File: src/rtl/core_pkg.sv
// Shared core encodings: write-back source select, load size, and the MEM/WB control payload.
package core_pkg;

  localparam int unsigned WB_SEL_WIDTH   = 2;
  localparam int unsigned MEM_SIZE_WIDTH = 2;
  localparam int unsigned LSB_WIDTH      = 2;

  typedef enum logic [WB_SEL_WIDTH-1:0] {
    WB_SEL_ALU  = 2'b00,
    WB_SEL_MEM  = 2'b01,
    WB_SEL_LINK = 2'b10
  } wb_sel_e;

  typedef enum logic [MEM_SIZE_WIDTH-1:0] {
    MEM_SIZE_B = 2'b00,
    MEM_SIZE_H = 2'b01,
    MEM_SIZE_W = 2'b10
  } mem_size_e;

  // Control half of the MEM/WB pipeline register.
  typedef struct packed {
    logic                      valid;
    logic                      reg_write;
    logic [WB_SEL_WIDTH-1:0]   wb_sel;
    logic [MEM_SIZE_WIDTH-1:0] mem_size;
    logic                      mem_unsigned;
    logic [LSB_WIDTH-1:0]      addr_lsb;
  } wb_ctrl_t;

endpackage

File: src/rtl/load_align.sv
// Combinational load-data extraction: picks the byte/half lane, extends it, flags misalignment.
module load_align
  import core_pkg::*;
(
  input  logic [31:0]               i_mem_data,
  input  logic [MEM_SIZE_WIDTH-1:0] i_size,
  input  logic                      i_unsigned,
  input  logic [LSB_WIDTH-1:0]      i_lsb,
  output logic [31:0]               o_data,
  output logic                      o_misaligned
);

  logic [7:0]  byte_lane;
  logic [15:0] half_lane;

  assign byte_lane = i_mem_data[{i_lsb, 3'b000} +: 8];
  assign half_lane = i_mem_data[{i_lsb[1], 4'b0000} +: 16];

  always_comb begin
    o_data       = i_mem_data;
    o_misaligned = 1'b0;
    case (i_size)
      MEM_SIZE_B: begin
        o_data = i_unsigned ? {24'h0, byte_lane} : {{24{byte_lane[7]}}, byte_lane};
      end
      MEM_SIZE_H: begin
        o_data       = i_unsigned ? {16'h0, half_lane} : {{16{half_lane[15]}}, half_lane};
        o_misaligned = i_lsb[0];
      end
      default: begin
        // Encoding 11 behaves as a word access.
        o_data       = i_mem_data;
        o_misaligned = (i_lsb != 2'b00);
      end
    endcase
  end

endmodule

File: src/rtl/writeback_stage.sv
// MIPS write-back stage: MEM/WB register, load extraction, source select, write gating, retire counter.
module writeback_stage
  import core_pkg::*;
#(
  parameter int unsigned DATA_WIDTH       = 32,
  parameter int unsigned REG_ADDR_WIDTH   = 5,
  parameter int unsigned CNT_WIDTH        = 32,
  parameter bit          ZERO_REG_PROTECT = 1'b1
) (
  input  logic                      i_clk,
  input  logic                      i_reset,
  input  logic                      i_halt,
  input  logic                      i_flush,
  input  logic                      i_valid,
  input  logic                      i_reg_write,
  input  logic [WB_SEL_WIDTH-1:0]   i_wb_sel,
  input  logic [MEM_SIZE_WIDTH-1:0] i_mem_size,
  input  logic                      i_mem_unsigned,
  input  logic [LSB_WIDTH-1:0]      i_addr_lsb,
  input  logic [DATA_WIDTH-1:0]     i_alu_result,
  input  logic [DATA_WIDTH-1:0]     i_mem_data,
  input  logic [DATA_WIDTH-1:0]     i_link_addr,
  input  logic [REG_ADDR_WIDTH-1:0] i_reg_dest,
  output logic                      o_rf_we,
  output logic [REG_ADDR_WIDTH-1:0] o_rf_addr,
  output logic [DATA_WIDTH-1:0]     o_rf_data,
  output logic                      o_misaligned,
  output logic [CNT_WIDTH-1:0]      o_retired
);

  if (DATA_WIDTH != 32) begin : g_width_check
    $error("writeback_stage: DATA_WIDTH must be 32");
  end

  wb_ctrl_t                  ctrl_q, ctrl_d;
  logic [DATA_WIDTH-1:0]     alu_q, alu_d;
  logic [DATA_WIDTH-1:0]     mem_q, mem_d;
  logic [DATA_WIDTH-1:0]     link_q, link_d;
  logic [REG_ADDR_WIDTH-1:0] dest_q, dest_d;
  logic [CNT_WIDTH-1:0]      cnt_q, cnt_d;

  logic [DATA_WIDTH-1:0] load_data;
  logic                  load_misaligned;
  logic                  zero_dest;

  // Next-state: halt freezes everything, flush captures a bubble, otherwise capture inputs.
  always_comb begin
    ctrl_d = ctrl_q;
    alu_d  = alu_q;
    mem_d  = mem_q;
    link_d = link_q;
    dest_d = dest_q;
    cnt_d  = cnt_q;
    if (!i_halt) begin
      ctrl_d.valid        = i_valid & ~i_flush;
      ctrl_d.reg_write    = i_reg_write;
      ctrl_d.wb_sel       = i_wb_sel;
      ctrl_d.mem_size     = i_mem_size;
      ctrl_d.mem_unsigned = i_mem_unsigned;
      ctrl_d.addr_lsb     = i_addr_lsb;
      alu_d               = i_alu_result;
      mem_d               = i_mem_data;
      link_d              = i_link_addr;
      dest_d              = i_reg_dest;
      if (!i_flush) begin
        cnt_d = cnt_q + CNT_WIDTH'(i_valid);
      end
    end
  end

  always_ff @(posedge i_clk or posedge i_reset) begin
    if (i_reset) begin
      ctrl_q <= '0;
      alu_q  <= '0;
      mem_q  <= '0;
      link_q <= '0;
      dest_q <= '0;
      cnt_q  <= '0;
    end else begin
      ctrl_q <= ctrl_d;
      alu_q  <= alu_d;
      mem_q  <= mem_d;
      link_q <= link_d;
      dest_q <= dest_d;
      cnt_q  <= cnt_d;
    end
  end

  load_align u_load_align (
    .i_mem_data   (mem_q),
    .i_size       (ctrl_q.mem_size),
    .i_unsigned   (ctrl_q.mem_unsigned),
    .i_lsb        (ctrl_q.addr_lsb),
    .o_data       (load_data),
    .o_misaligned (load_misaligned)
  );

  // Outputs derive from the latch only, so forwarding sees them right after the capture edge.
  always_comb begin
    o_misaligned = ctrl_q.valid & (ctrl_q.wb_sel == WB_SEL_MEM) & load_misaligned;
    zero_dest    = ZERO_REG_PROTECT & (dest_q == '0);
    o_rf_we      = ctrl_q.valid & ctrl_q.reg_write & ~o_misaligned & ~zero_dest;
    o_rf_addr    = dest_q;
    case (ctrl_q.wb_sel)
      WB_SEL_MEM:  o_rf_data = load_data;
      WB_SEL_LINK: o_rf_data = link_q;
      default:     o_rf_data = alu_q;
    endcase
    o_retired = cnt_q;
  end

endmodule

File: config.mk
export PLATFORM = sky130hd
export DESIGN_NAME = writeback_stage
export DESIGN_NICKNAME = d
export VERILOG_FILES = /design/src/rtl/core_pkg.sv /design/src/rtl/load_align.sv /design/src/rtl/writeback_stage.sv
export SDC_FILE = /design/constraint.sdc
export NUM_CORES = 1
export LEC_CHECK = 0
export CAP_MARGIN = 15
export CORE_UTILIZATION = 49
export DETAILED_ROUTE_END_ITERATION = 8
export PLACE_DENSITY = 0.81
export SYNTH_ARGS = -nofsm -noshare
export SYNTH_HDL_FRONTEND = slang
export SYNTH_SLANG_ARGS = --single-unit
File: constraint.sdc
create_clock -name i_clk -period 5.3 [get_ports i_clk]
set_clock_uncertainty 0.1 [all_clocks]
set_input_delay 1.06 -clock i_clk [delete_from_list [all_inputs] [get_ports i_clk]]
set_output_delay 1.06 -clock i_clk [all_outputs]
set_load 0.01 [all_outputs]
==> impl_summary.md, run 1 <==
Critical path
The worst setup path is of the reg -> out kind. The terminus of the critical flop-to-flop path is o_retired[31]$_DFFE_PP0P_. At the worst endpoint, the arrival time is approximately 3.1 ns. For the worst flop-to-flop path, the logic depth is 5. In this run the worst path has a maximum fanout of 22. Data on the critical path is required at its endpoint by 4.14 ns.

The kind of launch point of the worst setup path is a register. The reg2reg setup slack is between 3 and 4 ns. The worst setup path is captured at an output pin. The startpoint of the worst register-to-register path is o_retired[3]$_DFFE_PP0P_.

STA
Setup violations remaining at the end of the flow were counted as 0. In this run the tightest slew margin relative to its limit is 44.7%. The hold violation count in the final report is 0. The worst-margin pin slew is slightly above 0.8 ns. The post-route worst hold slack is around 0.4 ns. Setup repair after global routing left no endpoint under its margin. The worst path needs about 4.3 ns of the cycle, external delays included.

The number of max-slew violations in the final report came to 0. Static timing analysis puts the maximum clock frequency at 233 MHz. Setup total negative slack on the finished layout was measured at 0 ns. The post-route clock period utilization is 81.0%.

Min path
The source of the worst hold timing path is o_retired[28]$_DFFE_PP0P_. The worst hold path terminates at o_retired[28]$_DFFE_PP0P_. Counting instances, the worst hold path has a depth of 1. The type of the tightest min-delay check is reg -> reg.

Yosys
The primary flip-flop cell chosen by synthesis mapping is sky130_fd_sc_hd__dfrtp_1. The mean instance size in the synthesized netlist is approximately 12 sq um. The number of instances in the synthesized netlist is approximately 570. The async set-reset flop share out of synthesis is between 90% and 100%. The dominant cell type by area after synthesis is sky130_fd_sc_hd__dfrtp_1. The count of synthesis-stage warnings from yosys is 0. In the post-synthesis netlist, the biggest area contributors are sky130_fd_sc_hd__dfrtp_1, sky130_fd_sc_hd__mux2_2, sky130_fd_sc_hd__nand2_1.

The number of nets produced by synthesis is between 600 and 700. Counting flops with a built-in enable in the synthesized netlist gives 0. The sequential element share of the synthesized area is around 53%. The area share of the leading cell type in the synthesized netlist is approximately 53%.

In this run, synthesis produced a sequential element count of approximately 140. The summed instance area of the synthesized netlist is ~6700 sq um. The count of distinct cell types in the synthesized netlist is 46.

Finish
The area growth from synthesis to layout is 37.4%. At the end of the flow, the number of nets in the layout was 862. The top cell types in the final layout, fill and taps aside, are sky130_fd_sc_hd__clkdlybuf4s50_1, sky130_fd_sc_hd__dfrtp_1, sky130_fd_sc_hd__mux2_2. The leading cell type in the layout, fill and taps excluded is sky130_fd_sc_hd__clkdlybuf4s50_1. The non-filler instance count after layout is approximately 940. The share of post-route cells with drive strength above 1 is a little over a fifth.

Summing all non-filler instances in the final layout gives an area of approximately 9000 sq um.

Clock network
The deepest clock path buffer count is 2. The tree is rooted in a sky130_fd_sc_hd__clkbuf_16. The number of clock buffers inserted by TritonCTS is 17. TritonCTS built the clock tree. The post-CTS clock slew at the launch and capture registers of the worst setup and hold paths is 0.06 ns. Post-CTS repair changed the size of 0 cells. In this run the post-CTS setup repair buffer count came out at 0. For this design, the sink count on the clock tree is 142. In this run the number of H-tree levels came out at 4. The number of hold-repair buffers added at the cts stage is 0. At the later pin of the worst-skew pair, clock insertion delay measures around 0.42 ns.

Floorplan
The area of the die is 14200 sq um. The effective utilization at floorplan is between 50% and 60%. In this run the vertical extent of the chip is between 100 and 150 microns. The floorplan has 42 rows. The width of the chip is roughly 120 microns. The top-level I/O count is roughly 190. The placeable core region is 13300 sq um.

Place
At the end of routability-driven placement, the weighted congestion stood at just under 0.9. The total instance count after detailed placement is between 900 and 1000. The HPWL after detailed placement is 12.7 mm. The cell area reported after detailed placement is 8700 sq um.

The quantity of I/O buffers inserted on ports is about 180.

GRT
Global routing used between 20% and 30% of the available tracks across all layers. The first global-routing pass estimated roughly 28 mm of wire. The pin count of the biggest net entering global routing is 83.

The number of antenna violations at the first check in global routing is 2. The via count of the first global-routing pass is between 5000 and 6000. After global routing the overflow that remains totals 0.

Power
The maximum resistive drop on vdd is 307 uV. The share of total power dissipated in sequential elements is around 41%. Of the total power, the clock network draws roughly 37%. Overall power consumption after layout is estimated at 3080 uW. Dividing total power by cell area gives a power density of between 300 and 400 nW/um^2. The analysis attributes to net switching a power of roughly 830 uW. The part of the power in combinational logic is between 20% and 30%.

The fraction of power spent switching nets is a little over a quarter. The analysis attributes to cell leakage a power of ~0.0039 uW. The internal power component is around 2300 uW.

Drt
The number of remaining DRC errors is 0. The detail route stage leaves a number of antenna-violating nets equal to 0. The first-pass iteration count of the detailed router is 4. The detailed router's first-iteration violation count is approximately 370. The routed length per placed instance is 18.8 microns. The routed design has between 15 and 20 mm of wire. The total via count after detailed routing is between 5000 and 6000. Dividing the detail-routed via count by the number of cells gives approximately 5.5.

Flow run
The max-capacitance violation count is 0.

Status
The flow ran to the end, and the final reports show no timing, DRC or antenna violations.
## state kept, by name (all words and copies together) (netlist names)
register,flops
alu_q,32
mem_q,32
link_q,32
o_rf_addr,5
o_retired,32
ctrl_q,9
## critical path: stages, from the launching register on
cell,delay [ns]
sky130_fd_sc_hd__dfrtp_1,0.73
sky130_fd_sc_hd__nor3b_1,0.75
sky130_fd_sc_hd__a222oi_1,0.28
sky130_fd_sc_hd__nand2b_1,0.23
sky130_fd_sc_hd__a21oi_1,0.16
sky130_fd_sc_hd__clkdlybuf4s50_1,0.56
## final cells by class
type | instances | area, sq um
multi-input combinational | 382 | 3000
clock buffer | 20 | 447
clock inverter | 12 | 120
fill | 982 | 4080
sequential | 142 | 3550
antenna | 2 | 5.00
inverter | 12 | 50.0
timing repair buffer | 189 | 1880
tap | 176 | 220
## routing by layer
| metal | vias up | wire (microns) | global-route usage [%] |
|---|---|---|---|
| li1 | 2380 | - | - |
| met1 | 2541 | 7260 | 32.4 |
| met2 | 195 | 8660 | 41.9 |
| met3 | 41 | 1120 | 6.85 |
| met4 | 0 | 542 | 12.3 |
| met5 | - | 0 | 0 |
## power by group through the flow
stage	sequential [uW]	clock (uW)	combinational, uW
floorplan	1270	0	343
CTS	1270	1160	671
finish	1270	1140	666
global route	1290	1200	713
detailed placement	1290	0	661
global placement	1280	0	645
## synth_stat cells, types with 3 or more instances
master and n:
sky130_fd_sc_hd__nor3_1 4, sky130_fd_sc_hd__a222oi_1 7, sky130_fd_sc_hd__nand2b_1 4, sky130_fd_sc_hd__nand4_1 5, sky130_fd_sc_hd__inv_1 12, sky130_fd_sc_hd__nor2b_1 21
sky130_fd_sc_hd__a221oi_1 7, sky130_fd_sc_hd__dfrtp_1 142, sky130_fd_sc_hd__mux2_2 111, sky130_fd_sc_hd__a21oi_1 11, sky130_fd_sc_hd__clkbuf_1 29, sky130_fd_sc_hd__o221ai_1 21
sky130_fd_sc_hd__ha_1 4, sky130_fd_sc_hd__xor2_1 9, sky130_fd_sc_hd__o21ai_0 12, sky130_fd_sc_hd__nor2_1 16, sky130_fd_sc_hd__mux2i_1 3, sky130_fd_sc_hd__nand3_1 6
sky130_fd_sc_hd__nand2_1 84, sky130_fd_sc_hd__a211o_1 7, sky130_fd_sc_hd__xnor2_1 19, sky130_fd_sc_hd__buf_2 3
## worst max path at each step
stage,end,startpoint
3_5_place_dp,o_rf_data[21],ctrl_q[1]$_DFFE_PP0N_
4_1_cts,o_rf_data[21],ctrl_q[1]$_DFFE_PP0N_
5_1_grt,o_rf_data[23],ctrl_q[1]$_DFFE_PP0N_
2_1_floorplan,alu_q[0]$_DFFE_PP0N_,i_reset
6_report,o_rf_data[6],ctrl_q[1]$_DFFE_PP0N_
3_3_place_gp,o_rf_data[31],ctrl_q[4]$_DFFE_PP0N_
## kinds of logic after synthesis
| logic type | count (synthesis) | synth area share (%) |
|---|---|---|
| flip-flops | 142 | 52.7 |
| AND/OR/NAND/NOR | 164 | 12.8 |
| buffers and inverters | 47 | 2.91 |
| adder cells (fa/ha/maj) | 4 | 0.742 |
| AO/OA/AOI/OAI | 70 | 7.83 |
| XOR/XNOR | 30 | 4.12 |
| multiplexers | 114 | 19.0 |
## metrics by stage
step / util [%] / setup WS [ns]
finish: 69.5 / 1.01
global route: 69.4 / 0.773
CTS: 69.4 / 1.02
detailed placement: 65.2 / 1.48
global placement: 65.2 / 1.64
floorplan: - / 0.330
Power figures use the tool's default switching activity.
==> run 2: changes to the inputs <==
--- a/config.mk
+++ b/config.mk
@@ -6,9 +6,9 @@
 export NUM_CORES = 1
 export LEC_CHECK = 0
 export CAP_MARGIN = 15
-export CORE_UTILIZATION = 49
+export CORE_UTILIZATION = 44
 export DETAILED_ROUTE_END_ITERATION = 8
-export PLACE_DENSITY = 0.81
+export PLACE_DENSITY = 0.77
 export SYNTH_ARGS = -nofsm -noshare
 export SYNTH_HDL_FRONTEND = slang
 export SYNTH_SLANG_ARGS = --single-unit
==> constraint.sdc (replaced) <==
create_clock -name i_clk -period 3.7 [get_ports i_clk]
set_clock_uncertainty 0.1 [all_clocks]
set_input_delay 0.74 -clock i_clk [delete_from_list [all_inputs] [get_ports i_clk]]
set_output_delay 0.74 -clock i_clk [all_outputs]
set_load 0.01 [all_outputs]
==> run 2 against run 1 <==
Sequential power rose by 43%. Register-to-register slack got worse by 1.6 ns. Global-route usage fell by 2.1 points. Largest cell class unchanged.
==> impl_summary.md, run 2 (same netlist as run 1, synthesis figures left out) <==
Critical path
The largest delay contributor family on the critical path is compound AO/OA/AOI/OAI gates (was simple AND/OR/NAND/NOR gates). The category of the most critical setup path is reg -> out (unchanged). The arrival time at the worst endpoint is 2.79 ns (was 3.13 ns). The startpoint of the worst register-to-register path is o_retired[3]$_DFFE_PP0P_ (unchanged). The terminus of the critical flop-to-flop path is o_retired[31]$_DFFE_PP0P_ (unchanged). The reg2reg setup slack is 1.51 ns (was 3.09 ns). The highest-delay cell along the critical path was sky130_fd_sc_hd__clkdlybuf4s50_1 (was sky130_fd_sc_hd__nor3b_1). The largest fanout of any net on the critical path is 13 (was 22). The sum of buffers and inverters on the critical path came to 1 (unchanged). The required time of the worst setup path is 2.86 ns (was 4.14 ns). The kind of launch point of the worst setup path is a register (unchanged). The highest cell delay on the worst timing path is 0.53 ns (was 0.75 ns). Cells traversed along the worst timing path: or3b_2 > o22ai_1 > a21oi_2 > a221oi_1 > a211o_1 > clkdlybuf4s50_1 (was nor3b_1 > a222oi_1 > nand2b_1 > a21oi_1 > clkdlybuf4s50_1). The number of cell instances on the worst register-to-register path is 5 (unchanged). The kind of end point of the critical path is an output pin (unchanged).

GRT
The residual overflow from global routing is 0 (unchanged). The global-route usage over all layers came to 23.9% (was 25.9%). The number of antenna violations at the first check in global routing is 0 (was 2).

The global-route wire length before repair is 29.0 mm (was 27.9 mm). The via count of the first global-routing pass is 5396 (was 5401). The pin count of the biggest net entering global routing is 78 (was 83).

Clock network
The number of hold-repair buffers added at the cts stage is 0 (unchanged). The deepest clock path buffer count is 2 (unchanged). The CTS tree was built (unchanged). The depth of the CTS H-tree is 4 (unchanged). The root cell of the clock tree is sky130_fd_sc_hd__clkbuf_16 (unchanged). The number of clock buffers inserted by TritonCTS is 17 (unchanged).

The clock net sink count is 142 (unchanged). The clock latency at the later pin of the worst-skew pair was 0.42 ns (about the same). The post-CTS clock slew at the launch and capture registers of the worst setup and hold paths came to 0.06 ns (about the same).

Drt
The total wire length after detailed routing is 18.3 mm (was 17.6 mm). The number of remaining DRC errors is 0 (unchanged). The routed length per placed instance came to 19.3 microns (was 18.8 microns). The first-pass iteration count of the detailed router is 7 (was 4).

The total via count after detailed routing is 5193 (was 5157). The vias per cell is 5.47 (was 5.52). The count of nets left with antenna violations after detail routing was 0 (unchanged). The detailed router's first-iteration violation count is 393 (was 365).

Min path
The worst hold path cell count is 1 (unchanged). The source of the worst hold timing path is o_retired[3]$_DFFE_PP0P_ (was o_retired[28]$_DFFE_PP0P_). The type of the tightest min-delay check is reg -> reg (unchanged). The hold path endpoint is o_retired[3]$_DFFE_PP0P_ (was o_retired[28]$_DFFE_PP0P_).

Finish
The leading cell type in the layout, fill and taps excluded is sky130_fd_sc_hd__clkdlybuf4s50_1 (unchanged). Commonest cells after routing, fill and taps aside: sky130_fd_sc_hd__clkdlybuf4s50_1, sky130_fd_sc_hd__dfrtp_1, sky130_fd_sc_hd__mux2_2 (unchanged). The final design area excluding fillers is 9440 sq um (was 9270 sq um).

The area occupied by registers is 3550 sq um (about the same). The share of post-route cells with drive strength above 1 is 22.8% (was 21.5%). The final antenna diode count was 0 (was 2). The fill cell total of the finished layout is 1160 (was 982). The net count of the finished layout came to 871 (was 862).

The signed area change from the synthesized netlist to the final layout is 40.0% (was 37.4%). The multi-input logic area came to 3010 sq um (was 3000 sq um).

Power
The power density of the placed cells was 494 nW/um^2 (was 333 nW/um^2). The maximum resistive drop on vdd was 414 uV (was 307 uV). The leakage power of the design is 0.00399 uW (was 0.00392 uW).

STA
For this run, the top clock speed supported by timing is approximately 280 MHz. The hold violation count in the final report was 0 (unchanged). Setup repair after global routing missed its margin: yes (was no).

The final period demand of the worst path is roughly 3.6 ns. The final setup violation count is 0 (unchanged). The normalized max-slew margin came to 44.0% (was 44.7%).

The sum of negative setup slack is 0 ns (unchanged). The post-route clock period utilization is 98.1%. The post-route worst hold slack is 0.393 ns (about the same). The worst-margin pin slew came to 0.841 ns (was 0.828 ns). The number of max-slew violations in the final report is 0 (unchanged).

Floorplan
The placeable core region is 14800 sq um (was 13300 sq um). The width of the chip is 126 microns (was 119 microns). The height of the chip is 126 microns (was 119 microns).

The top-level I/O count is 185 (unchanged). The area of the die is 15800 sq um (was 14200 sq um). The effective utilization at floorplan came to 45.7% (was 50.5%).

The floorplan row count came to 44 (was 42).

Status
Outcome: completed (unchanged).

Place
The quantity of I/O buffers inserted on ports is 184 (unchanged). The routability congestion estimate is 0.878 (was 0.882). The cell area reported after detailed placement is 8770 sq um (was 8700 sq um).

The estimated wirelength of the detail-placed design is 13.1 mm (was 12.7 mm).

Flow run
The max-capacitance violation count is 0 (unchanged).
## run 2: cell types whose count changed in the layout (fill, tap and decap cells not counted), sizes merged, moves of 2 or more
| cell | change |
|---|---|
| buf | +9 |
| clkinv | -6 |
| bufinv | +3 |
| clkinvlp | +3 |
| diode | -2 |
## run 2: worst max path at each step
stage,from,to,depth (start not counted),slack [ns]
final,ctrl_q[3]$_DFFE_PP0N_,o_rf_data[8],6,0.07
after global routing,ctrl_q[3]$_DFFE_PP0N_,o_rf_data[14],6,-0.05
after CTS,ctrl_q[3]$_DFFE_PP0N_,o_rf_data[8],6,0.04
after detailed placement,ctrl_q[3]$_DFFE_PP0N_,o_rf_data[23],6,0.26
after global placement,ctrl_q[3]$_DFFE_PP0N_,o_rf_data[31],6,0.38
after floorplan,ctrl_q[4]$_DFFE_PP0N_,o_rf_data[16],8,1.04
## run 2: metrics by stage
step / std cells / power [uW] / worst slack, ns / util [%]
after floorplan: 571 / 2310 / 1.04 / -
after global placement: 915 / 2770 / 0.376 / 59.4
after detailed placement: 915 / 2800 / 0.264 / 59.4
after CTS: 947 / 4690 / 0.0417 / 63.9
after global routing: 950 / 4840 / -0.0507 / 64.0
final: 950 / 4660 / 0.0693 / 64.0
## run 2: worst reg2reg max path, stage by stage, from the launching register on
cell	delay (ns)
sky130_fd_sc_hd__dfrtp_1	0.38
sky130_fd_sc_hd__or3b_4	0.45
sky130_fd_sc_hd__nor4_4	0.36
sky130_fd_sc_hd__and2_1	0.48
sky130_fd_sc_hd__nand4_4	0.15
sky130_fd_sc_hd__xnor2_2	0.15
## run 2: repair_timing
item | CTS | global route
gates resized for setup | 4 | 0
setup buffers | 0 | 3
setup endpoints to repair | 23 | 5
## run 2: where the power goes
part           switching, uW  internal, uW  total [uW]
logic                    430           543         973
clock network            646          1230        1870
registers                114          1700        1810
## run 2: area by class of cell
type / instances / area share (%)
Sequential cell: 142 / 37.6
Multi-Input combinational cell: 382 / 31.8
Timing Repair Buffer: 198 / 20.7
Clock buffer: 21 / 4.88
Tap cell: 184 / 2.44
Clock inverter: 11 / 1.99
Inverter: 12 / 0.517
## run 2: layer usage
| metal | share of wire (%) | vias to the layer above | track usage, % |
|---|---|---|---|
| met5 | 0 | - | 0 |
| met2 | 49 | 196 | 38.9 |
| met4 | 2.4 | 0 | 9.07 |
| met1 | 43 | 2573 | 30.7 |
| met3 | 5.8 | 34 | 6.12 |
| li1 | - | 2390 | - |
